### src/rtl/axi_lite_pkg.sv
// Shared constants and FSM state types for the AXI-Lite register slave.
// Response codes, register offsets and the write/read state encodings live here.
package axi_lite_pkg;

    localparam logic [1:0] RESP_OKAY   = 2'b00;
    localparam logic [1:0] RESP_SLVERR = 2'b10;

    localparam logic [3:0] REG0_OFFSET = 4'h0;
    localparam logic [3:0] REG1_OFFSET = 4'h4;
    localparam logic [3:0] REG2_OFFSET = 4'h8;
    localparam logic [3:0] WCNT_OFFSET = 4'hC;

    localparam logic [1:0] WCNT_INDEX  = WCNT_OFFSET[3:2];

    typedef enum logic [1:0] {
        W_IDLE,
        W_HAVE_A,
        W_HAVE_D,
        W_RESP
    } w_state_t;

    typedef enum logic {
        R_IDLE,
        R_RESP
    } r_state_t;

    // Word index into the 4-entry map; the two byte-lane bits are dropped.
    function automatic logic [1:0] reg_index(input logic [3:0] addr);
        return addr[3:2];
    endfunction

endpackage

### src/rtl/axi_lite_reg_slave_if.sv
// AXI-Lite bus bundle for the register slave; master drives requests, slave drives
// ready/response channels.
interface axi_lite_reg_slave_if #(
    parameter int ADDR_WIDTH = 4,
    parameter int DATA_WIDTH = 32
);
    logic [ADDR_WIDTH-1:0] AWADDR;
    logic                  AWVALID;
    logic                  AWREADY;
    logic [DATA_WIDTH-1:0] WDATA;
    logic                  WVALID;
    logic                  WREADY;
    logic [1:0]            BRESP;
    logic                  BVALID;
    logic                  BREADY;
    logic [ADDR_WIDTH-1:0] ARADDR;
    logic                  ARVALID;
    logic                  ARREADY;
    logic [DATA_WIDTH-1:0] RDATA;
    logic [1:0]            RRESP;
    logic                  RVALID;
    logic                  RREADY;

    modport master (
        output AWADDR, AWVALID, WDATA, WVALID, BREADY, ARADDR, ARVALID, RREADY,
        input  AWREADY, WREADY, BRESP, BVALID, ARREADY, RDATA, RRESP, RVALID
    );

    modport slave (
        input  AWADDR, AWVALID, WDATA, WVALID, BREADY, ARADDR, ARVALID, RREADY,
        output AWREADY, WREADY, BRESP, BVALID, ARREADY, RDATA, RRESP, RVALID
    );
endinterface

### src/rtl/axi_lite_reg_slave.sv
// AXI-Lite slave with three RW registers and a read-only completed-write counter.
// Define AXIL_SLVERR_EN to return SLVERR for WCNT writes and unaligned accesses.
import axi_lite_pkg::*;

module axi_lite_reg_slave #(
    parameter int ADDR_WIDTH = 4,
    parameter int DATA_WIDTH = 32
) (
    input  logic                 ACLK,
    input  logic                 ARESET,
    axi_lite_reg_slave_if.slave  s_axil
);

    w_state_t              r_wstate;
    w_state_t              w_wstate_next;
    r_state_t              r_rstate;
    r_state_t              w_rstate_next;

    logic [ADDR_WIDTH-1:0] r_awaddr;
    logic [DATA_WIDTH-1:0] r_wdata;
    logic [1:0]            r_bresp;
    logic [DATA_WIDTH-1:0] r_rdata;
    logic [1:0]            r_rresp;

    logic [DATA_WIDTH-1:0] r_regs [3];
    logic [DATA_WIDTH-1:0] r_wcnt;

    logic                  w_awready;
    logic                  w_wready;
    logic                  w_aw_hs;
    logic                  w_w_hs;
    logic                  w_ar_hs;
    logic                  w_commit;
    logic [ADDR_WIDTH-1:0] w_wr_addr;
    logic [DATA_WIDTH-1:0] w_wr_data;
    logic [1:0]            w_wr_idx;
    logic [1:0]            w_rd_idx;
    logic                  w_wr_err;
    logic                  w_rd_err;
    logic                  w_commit_ok;
    logic [2:0]            w_reg_we;
    logic [DATA_WIDTH-1:0] w_rd_mux;

    assign w_awready = (r_wstate == W_IDLE) || (r_wstate == W_HAVE_D);
    assign w_wready  = (r_wstate == W_IDLE) || (r_wstate == W_HAVE_A);
    assign w_aw_hs   = s_axil.AWVALID && w_awready;
    assign w_w_hs    = s_axil.WVALID && w_wready;
    assign w_ar_hs   = s_axil.ARVALID && (r_rstate == R_IDLE);

    assign s_axil.AWREADY = w_awready;
    assign s_axil.WREADY  = w_wready;
    assign s_axil.BVALID  = (r_wstate == W_RESP);
    assign s_axil.BRESP   = r_bresp;
    assign s_axil.ARREADY = (r_rstate == R_IDLE);
    assign s_axil.RVALID  = (r_rstate == R_RESP);
    assign s_axil.RDATA   = r_rdata;
    assign s_axil.RRESP   = r_rresp;

    // Commit address/data come from the live bus or from whichever half was latched earlier.
    always_comb begin
        w_wstate_next = r_wstate;
        w_commit      = 1'b0;
        w_wr_addr     = s_axil.AWADDR;
        w_wr_data     = s_axil.WDATA;
        case (r_wstate)
            W_IDLE: begin
                if (w_aw_hs && w_w_hs) begin
                    w_commit      = 1'b1;
                    w_wstate_next = W_RESP;
                end else if (w_aw_hs) begin
                    w_wstate_next = W_HAVE_A;
                end else if (w_w_hs) begin
                    w_wstate_next = W_HAVE_D;
                end
            end
            W_HAVE_A: begin
                w_wr_addr = r_awaddr;
                if (w_w_hs) begin
                    w_commit      = 1'b1;
                    w_wstate_next = W_RESP;
                end
            end
            W_HAVE_D: begin
                w_wr_data = r_wdata;
                if (w_aw_hs) begin
                    w_commit      = 1'b1;
                    w_wstate_next = W_RESP;
                end
            end
            W_RESP: begin
                if (s_axil.BREADY) begin
                    w_wstate_next = W_IDLE;
                end
            end
            default: w_wstate_next = W_IDLE;
        endcase
    end

    assign w_wr_idx = reg_index(w_wr_addr[3:0]);
    assign w_rd_idx = reg_index(s_axil.ARADDR[3:0]);

`ifdef AXIL_SLVERR_EN
    assign w_wr_err = (w_wr_addr[1:0] != 2'b00) || (w_wr_idx == WCNT_INDEX);
    assign w_rd_err = (s_axil.ARADDR[1:0] != 2'b00);
`else
    logic w_unused_lsbs;
    assign w_unused_lsbs = ^{w_wr_addr[1:0], s_axil.ARADDR[1:0]};
    assign w_wr_err = 1'b0;
    assign w_rd_err = 1'b0;
`endif

    // WCNT is never a write target, so a WCNT write commits nothing in either build.
    assign w_commit_ok = w_commit && !w_wr_err && (w_wr_idx != WCNT_INDEX);

    generate
        for (genvar gi = 0; gi < 3; gi++) begin : g_we
            assign w_reg_we[gi] = w_commit_ok && (w_wr_idx == 2'(gi));
        end
    endgenerate

    always_ff @(posedge ACLK) begin
        if (ARESET) begin
            r_wstate <= W_IDLE;
            r_awaddr <= '0;
            r_wdata  <= '0;
            r_bresp  <= RESP_OKAY;
        end else begin
            r_wstate <= w_wstate_next;
            if (w_aw_hs) r_awaddr <= s_axil.AWADDR;
            if (w_w_hs)  r_wdata  <= s_axil.WDATA;
            if (w_commit) r_bresp <= w_wr_err ? RESP_SLVERR : RESP_OKAY;
        end
    end

    always_ff @(posedge ACLK) begin
        if (ARESET) begin
            for (int i = 0; i < 3; i++) r_regs[i] <= '0;
            r_wcnt <= '0;
        end else begin
            for (int i = 0; i < 3; i++) begin
                if (w_reg_we[i]) r_regs[i] <= w_wr_data;
            end
            if (|w_reg_we) r_wcnt <= r_wcnt + 1'b1;
        end
    end

    always_comb begin
        w_rd_mux = r_wcnt;
        case (w_rd_idx)
            2'd0:    w_rd_mux = r_regs[0];
            2'd1:    w_rd_mux = r_regs[1];
            2'd2:    w_rd_mux = r_regs[2];
            default: w_rd_mux = r_wcnt;
        endcase
    end

    always_comb begin
        w_rstate_next = r_rstate;
        case (r_rstate)
            R_IDLE:  if (w_ar_hs) w_rstate_next = R_RESP;
            R_RESP:  if (s_axil.RREADY) w_rstate_next = R_IDLE;
            default: w_rstate_next = R_IDLE;
        endcase
    end

    // Read data is captured from pre-edge register contents, so a same-edge write is not visible.
    always_ff @(posedge ACLK) begin
        if (ARESET) begin
            r_rstate <= R_IDLE;
            r_rdata  <= '0;
            r_rresp  <= RESP_OKAY;
        end else begin
            r_rstate <= w_rstate_next;
            if (w_ar_hs) begin
                r_rdata <= w_rd_err ? '0 : w_rd_mux;
                r_rresp <= w_rd_err ? RESP_SLVERR : RESP_OKAY;
            end
        end
    end

endmodule
### src/flat_wrapper.sv
// flat-port wrapper written by rule: the top's interface ports become plain ports
module axi_lite_reg_slave_flat 
#(
    parameter int ADDR_WIDTH = 4,
    parameter int DATA_WIDTH = 32
)
  (ACLK, ARESET, s_axil_AWADDR, s_axil_AWVALID, s_axil_WDATA, s_axil_WVALID, s_axil_BREADY, s_axil_ARADDR, s_axil_ARVALID, s_axil_RREADY, s_axil_AWREADY, s_axil_WREADY, s_axil_BRESP, s_axil_BVALID, s_axil_ARREADY, s_axil_RDATA, s_axil_RRESP, s_axil_RVALID);
  axi_lite_reg_slave_if #(.ADDR_WIDTH(ADDR_WIDTH), .DATA_WIDTH(DATA_WIDTH)) s_axil_i ();
  input  logic ACLK;
  input  logic ARESET;
  input wire logic [$bits(s_axil_i.AWADDR)-1:0] s_axil_AWADDR;
  input wire logic [$bits(s_axil_i.AWVALID)-1:0] s_axil_AWVALID;
  input wire logic [$bits(s_axil_i.WDATA)-1:0] s_axil_WDATA;
  input wire logic [$bits(s_axil_i.WVALID)-1:0] s_axil_WVALID;
  input wire logic [$bits(s_axil_i.BREADY)-1:0] s_axil_BREADY;
  input wire logic [$bits(s_axil_i.ARADDR)-1:0] s_axil_ARADDR;
  input wire logic [$bits(s_axil_i.ARVALID)-1:0] s_axil_ARVALID;
  input wire logic [$bits(s_axil_i.RREADY)-1:0] s_axil_RREADY;
  output wire logic [$bits(s_axil_i.AWREADY)-1:0] s_axil_AWREADY;
  output wire logic [$bits(s_axil_i.WREADY)-1:0] s_axil_WREADY;
  output wire logic [$bits(s_axil_i.BRESP)-1:0] s_axil_BRESP;
  output wire logic [$bits(s_axil_i.BVALID)-1:0] s_axil_BVALID;
  output wire logic [$bits(s_axil_i.ARREADY)-1:0] s_axil_ARREADY;
  output wire logic [$bits(s_axil_i.RDATA)-1:0] s_axil_RDATA;
  output wire logic [$bits(s_axil_i.RRESP)-1:0] s_axil_RRESP;
  output wire logic [$bits(s_axil_i.RVALID)-1:0] s_axil_RVALID;
  assign s_axil_i.AWADDR = s_axil_AWADDR;
  assign s_axil_i.AWVALID = s_axil_AWVALID;
  assign s_axil_i.WDATA = s_axil_WDATA;
  assign s_axil_i.WVALID = s_axil_WVALID;
  assign s_axil_i.BREADY = s_axil_BREADY;
  assign s_axil_i.ARADDR = s_axil_ARADDR;
  assign s_axil_i.ARVALID = s_axil_ARVALID;
  assign s_axil_i.RREADY = s_axil_RREADY;
  assign s_axil_AWREADY = s_axil_i.AWREADY;
  assign s_axil_WREADY = s_axil_i.WREADY;
  assign s_axil_BRESP = s_axil_i.BRESP;
  assign s_axil_BVALID = s_axil_i.BVALID;
  assign s_axil_ARREADY = s_axil_i.ARREADY;
  assign s_axil_RDATA = s_axil_i.RDATA;
  assign s_axil_RRESP = s_axil_i.RRESP;
  assign s_axil_RVALID = s_axil_i.RVALID;
  axi_lite_reg_slave #(.ADDR_WIDTH(ADDR_WIDTH), .DATA_WIDTH(DATA_WIDTH)) u_core (.ACLK(ACLK), .ARESET(ARESET), .s_axil(s_axil_i));
endmodule
### config.mk
export PLATFORM = sky130hd
export DESIGN_NAME = axi_lite_reg_slave_flat
export DESIGN_NICKNAME = d
export VERILOG_FILES = /design/src/rtl/axi_lite_pkg.sv /design/src/rtl/axi_lite_reg_slave_if.sv /design/src/rtl/axi_lite_reg_slave.sv /design/src/flat_wrapper.sv
export SDC_FILE = /design/constraint.sdc
export NUM_CORES = 1
export LEC_CHECK = 0
export CAP_MARGIN = 30
export CORE_AREA = 5 5 152 154
export DETAILED_ROUTE_END_ITERATION = 8
export DIE_AREA = 0 0 157 159
export GPL_ROUTABILITY_DRIVEN = 0
export PLACE_DENSITY = 0.69
export SLEW_MARGIN = 30
export SYNTH_ARGS = -nofsm -noshare
export SYNTH_HDL_FRONTEND = slang
export SYNTH_SLANG_ARGS = --single-unit
### constraint.sdc
create_clock -name ACLK -period 5.7 [get_ports ACLK]
set_input_delay 0.855 -clock ACLK [delete_from_list [all_inputs] [get_ports ACLK]]
set_output_delay 0.855 -clock ACLK [all_outputs]
set_load 0.03 [all_outputs]
==> flow_summary.json <==
{
  "synth_warnings": 0,
  "critPathMaxStageDelay_ns": 0.59,
  "seq_area_frac_synth_pct": 58.1,
  "p_leak_nw": 3.40,
  "crit_arrival_ns": 3.94,
  "worstMarginPinSlew_ns": 0.927,
  "critPathKind": "flop to flop",
  "fmax_ghz": 0.263,
  "worstHoldStart": "u_core.r_wdata[3]",
  "io_pins": 88,
  "yosys.area.top_type_share_pct": 34.1,
  "reg2reg_to": "u_core.r_regs[0][58]",
  "drv_cap": 0,
  "synth_area_leader_cell": "edfxtp_1",
  "r2r_slack_ns": 1.90,
  "post_cts_buffers": 0,
  "start_kind": "flop",
  "drtIter0Drc": 353,
  "p_clk_share_pct": 33.7,
  "drc": 0,
  "grt_usage_pct": 15.3,
  "fill_cells": 1959,
  "fp.coreArea_um2": 21600,
  "required_ns": 5.83,
  "die-area_um2": 25000,
  "clk_latency_ns": 0.44,
  "multiInputGateArea_um2": 3280,
  "period_needed_ns": 3.80,
  "first_pass_iters": 5,
  "antenna_found_initial": 0,
  "rsz0062_at_grt": "false",
  "p_sw_mw": 1.08,
  "vdd_drop_max_uv": 276,
  "cts-root-buf": "clkbuf_16",
  "r2r.worst_path.cells": 9,
  "fin_cells": 1074,
  "crit_chain": "inv_1 > ha_2 > buf_4 > o21a_2 > o21bai_1 > nor2_1 > nand2_1 > o21bai_2 > buf_12",
  "maxSlewHeadroom_pct": 38.1,
  "tns_ns": 0,
  "internal_power_mw": 2.77,
  "netlist_instances": 725,
  "htreeDepth": 4,
  "chipWidth_um": 157,
  "post-place-cells": 1042,
  "p_comb_share_pct": 20.8,
  "die_y_um": 159,
  "drive_above_1_share_pct": 13.2,
  "path_buf_inv": 3,
  "netlist-cell-type-count": 41,
  "overflow": 0,
  "p_seq_share_pct": 45.5,
  "slew_viol_final": 0,
  "dp_hpwl_um": 11700,
  "r2r-start": "u_core.r_wstate[0]",
  "status": "finished, final reports clean",
  "grt_max_degree": 56,
  "antenna_left": 0,
  "grt_first_pass_wirelength_um": 30100,
  "cts.path.max_buffers": 2,
  "wl_um": 18500,
  "syn_area_um2": 8440,
  "layout_common_cells": "nand2_1, dfxtp_1, edfxtp_1, clkdlybuf4s50_1, nor2_1",
  "via_count": 5526,
  "regArea_um2": 4900,
  "viasPerCell": 5.15,
  "holdBufCountCts": 0,
  "ctsResizeCount": 0,
  "cp_slowest_cell": "o21bai_2",
  "hold_path.class": "flop to flop",
  "utilization_pct": 46.8,
  "path_clk_slew_ns": 0.07,
  "avgSynthCellArea_um2": 11.6,
  "period_share_pct": 66.7,
  "rows": 54,
  "cts_tree": "done",
  "port-buffer-count": 79,
  "first_global_vias": 5570,
  "cp_top_family": "compound AO/OA/AOI/OAI gates",
  "antennaDiodeCount": 0,
  "wire_per_inst_um": 17.2,
  "critPathCaptureType": "flop",
  "hold_viol": 0,
  "cts.sinks": 197,
  "fin_nets": 834,
  "fin_skew_ns": 0.0122,
  "final_common_cell": "nand2_1",
  "setup_viol": 0,
  "cp.depth": 9,
  "powerDensity_nw_per_um2": 382,
  "ys_seq_elements": 197,
  "cp_max_fo": 24,
  "start_util_pct": 39.2,
  "p_sw_share_pct": 28.1,
  "min_path_cells": 2,
  "min_to": "u_core.r_wdata[3]",
  "cts_buffers": 17,
  "ys_top_cells_by_area": "edfxtp_1, dfxtp_1, mux4_2, nand2_1, mux2i_1",
  "layout-area-overhead-vs-synth_pct": 19.5
}
worst reg2reg max path, delay by kind of cell (launching register included):
kind,cells,cell delay (ns)
buffers and inverters,3,0.84
AND/OR/NAND/NOR,2,0.62
AO/OA/AOI/OAI,3,1.23
flip-flops,1,0.35
adder cells (fa/ha/maj),1,0.45
logic make-up (layout without fill, tap and decap cells):
logic type | after synthesis | after routing | share of synthesized area, %
buffers and inverters | 62 | 128 | 3.66
AND/OR/NAND/NOR | 278 | 278 | 15.6
adder cells (fa/ha/maj) | 6 | 6 | 0.889
XOR/XNOR | 30 | 30 | 3.11
other | 1 | 4 | 0.0444
multiplexers | 71 | 71 | 13.2
AO/OA/AOI/OAI | 80 | 80 | 5.39
flip-flops | 197 | 197 | 58.1
layer usage:
metal  part of all wire [%]  routed length [µm]  GRT usage [%]
met3                    4.6                 854           3.04
met2                     48                8970           24.8
met1                     46                8430           20.8
met4                    1.3                 248           4.50
met5                      0                   0              0
cells in the mapped netlist (all sizes together):
cell type	instances
a211oi	2
a21oi	66
a22oi	1
a31o	2
a31oi	1
and2	2
and3	2
and4	6
and4b	1
buf	25
clkbuf	30
conb	1
dfxtp	101
edfxtp	96
ha	6
inv	7
mux2	1
mux2i	38
mux4	32
nand2	141
nand3	14
nand4	7
nor2	71
nor2b	2
nor3	10
nor4	18
nor4bb	1
o211ai	1
o21a	3
o21ai	1
o21bai	2
o221ai	1
or2	2
or3	1
xnor2	30
through the flow:
step | instance area, µm² | power [mW] | hold slack (ns) | worst slack (ns)
6_report | 10100 | 3.85 | 0.454 | 1.90
3_3_place_gp | 9410 | 2.55 | 0.441 | 1.57
4_1_cts | 10100 | 3.88 | 0.455 | 2.01
3_5_place_dp | 9440 | 2.59 | 0.446 | 1.76
5_1_grt | 10100 | 4.03 | 0.473 | 1.68
2_1_floorplan | 8450 | 2.35 | 0.436 | 2.10
final cells by class:
cell class,instances,area share (%)
Sequential cell,197,48.6
Inverter,7,0.261
Clock inverter,10,1.66
Timing Repair Buffer,89,8.83
Tap cell,280,3.47
Multi-Input combinational cell,469,32.5
Clock buffer,22,4.60
state kept, by name (all words and copies together) (netlist names):
register and count:
u_core.r_wdata 32, u_core.r_wcnt 32, u_core.r_wstate 2, u_core.s_axil.RVALID 1, u_core.r_awaddr 2, u_core.s_axil.RDATA 32
u_core.r_regs 96
power by group through the flow:
stage | registers (mW) | clock network, mW | logic, mW
2_1_floorplan | 1.79 | 0 | 0.555
3_3_place_gp | 1.77 | 0 | 0.780
3_5_place_dp | 1.78 | 0 | 0.805
4_1_cts | 1.75 | 1.32 | 0.807
5_1_grt | 1.77 | 1.38 | 0.877
6_report | 1.75 | 1.30 | 0.802
worst max path at each step:
| stage | startpoint | endpoint |
|---|---|---|
| finish | u_core.r_wstate[0] | u_core.r_regs[0][58] |
| global route | u_core.r_wstate[0] | u_core.r_regs[0][33] |
| CTS | u_core.r_wstate[0] | u_core.r_regs[0][35] |
| detailed placement | s_axil_WVALID | u_core.r_regs[0][90] |
| global placement | s_axil_WVALID | u_core.r_regs[0][25] |
| floorplan | s_axil_WVALID | u_core.r_regs[0][32] |
Power figures use the tool's default switching activity.
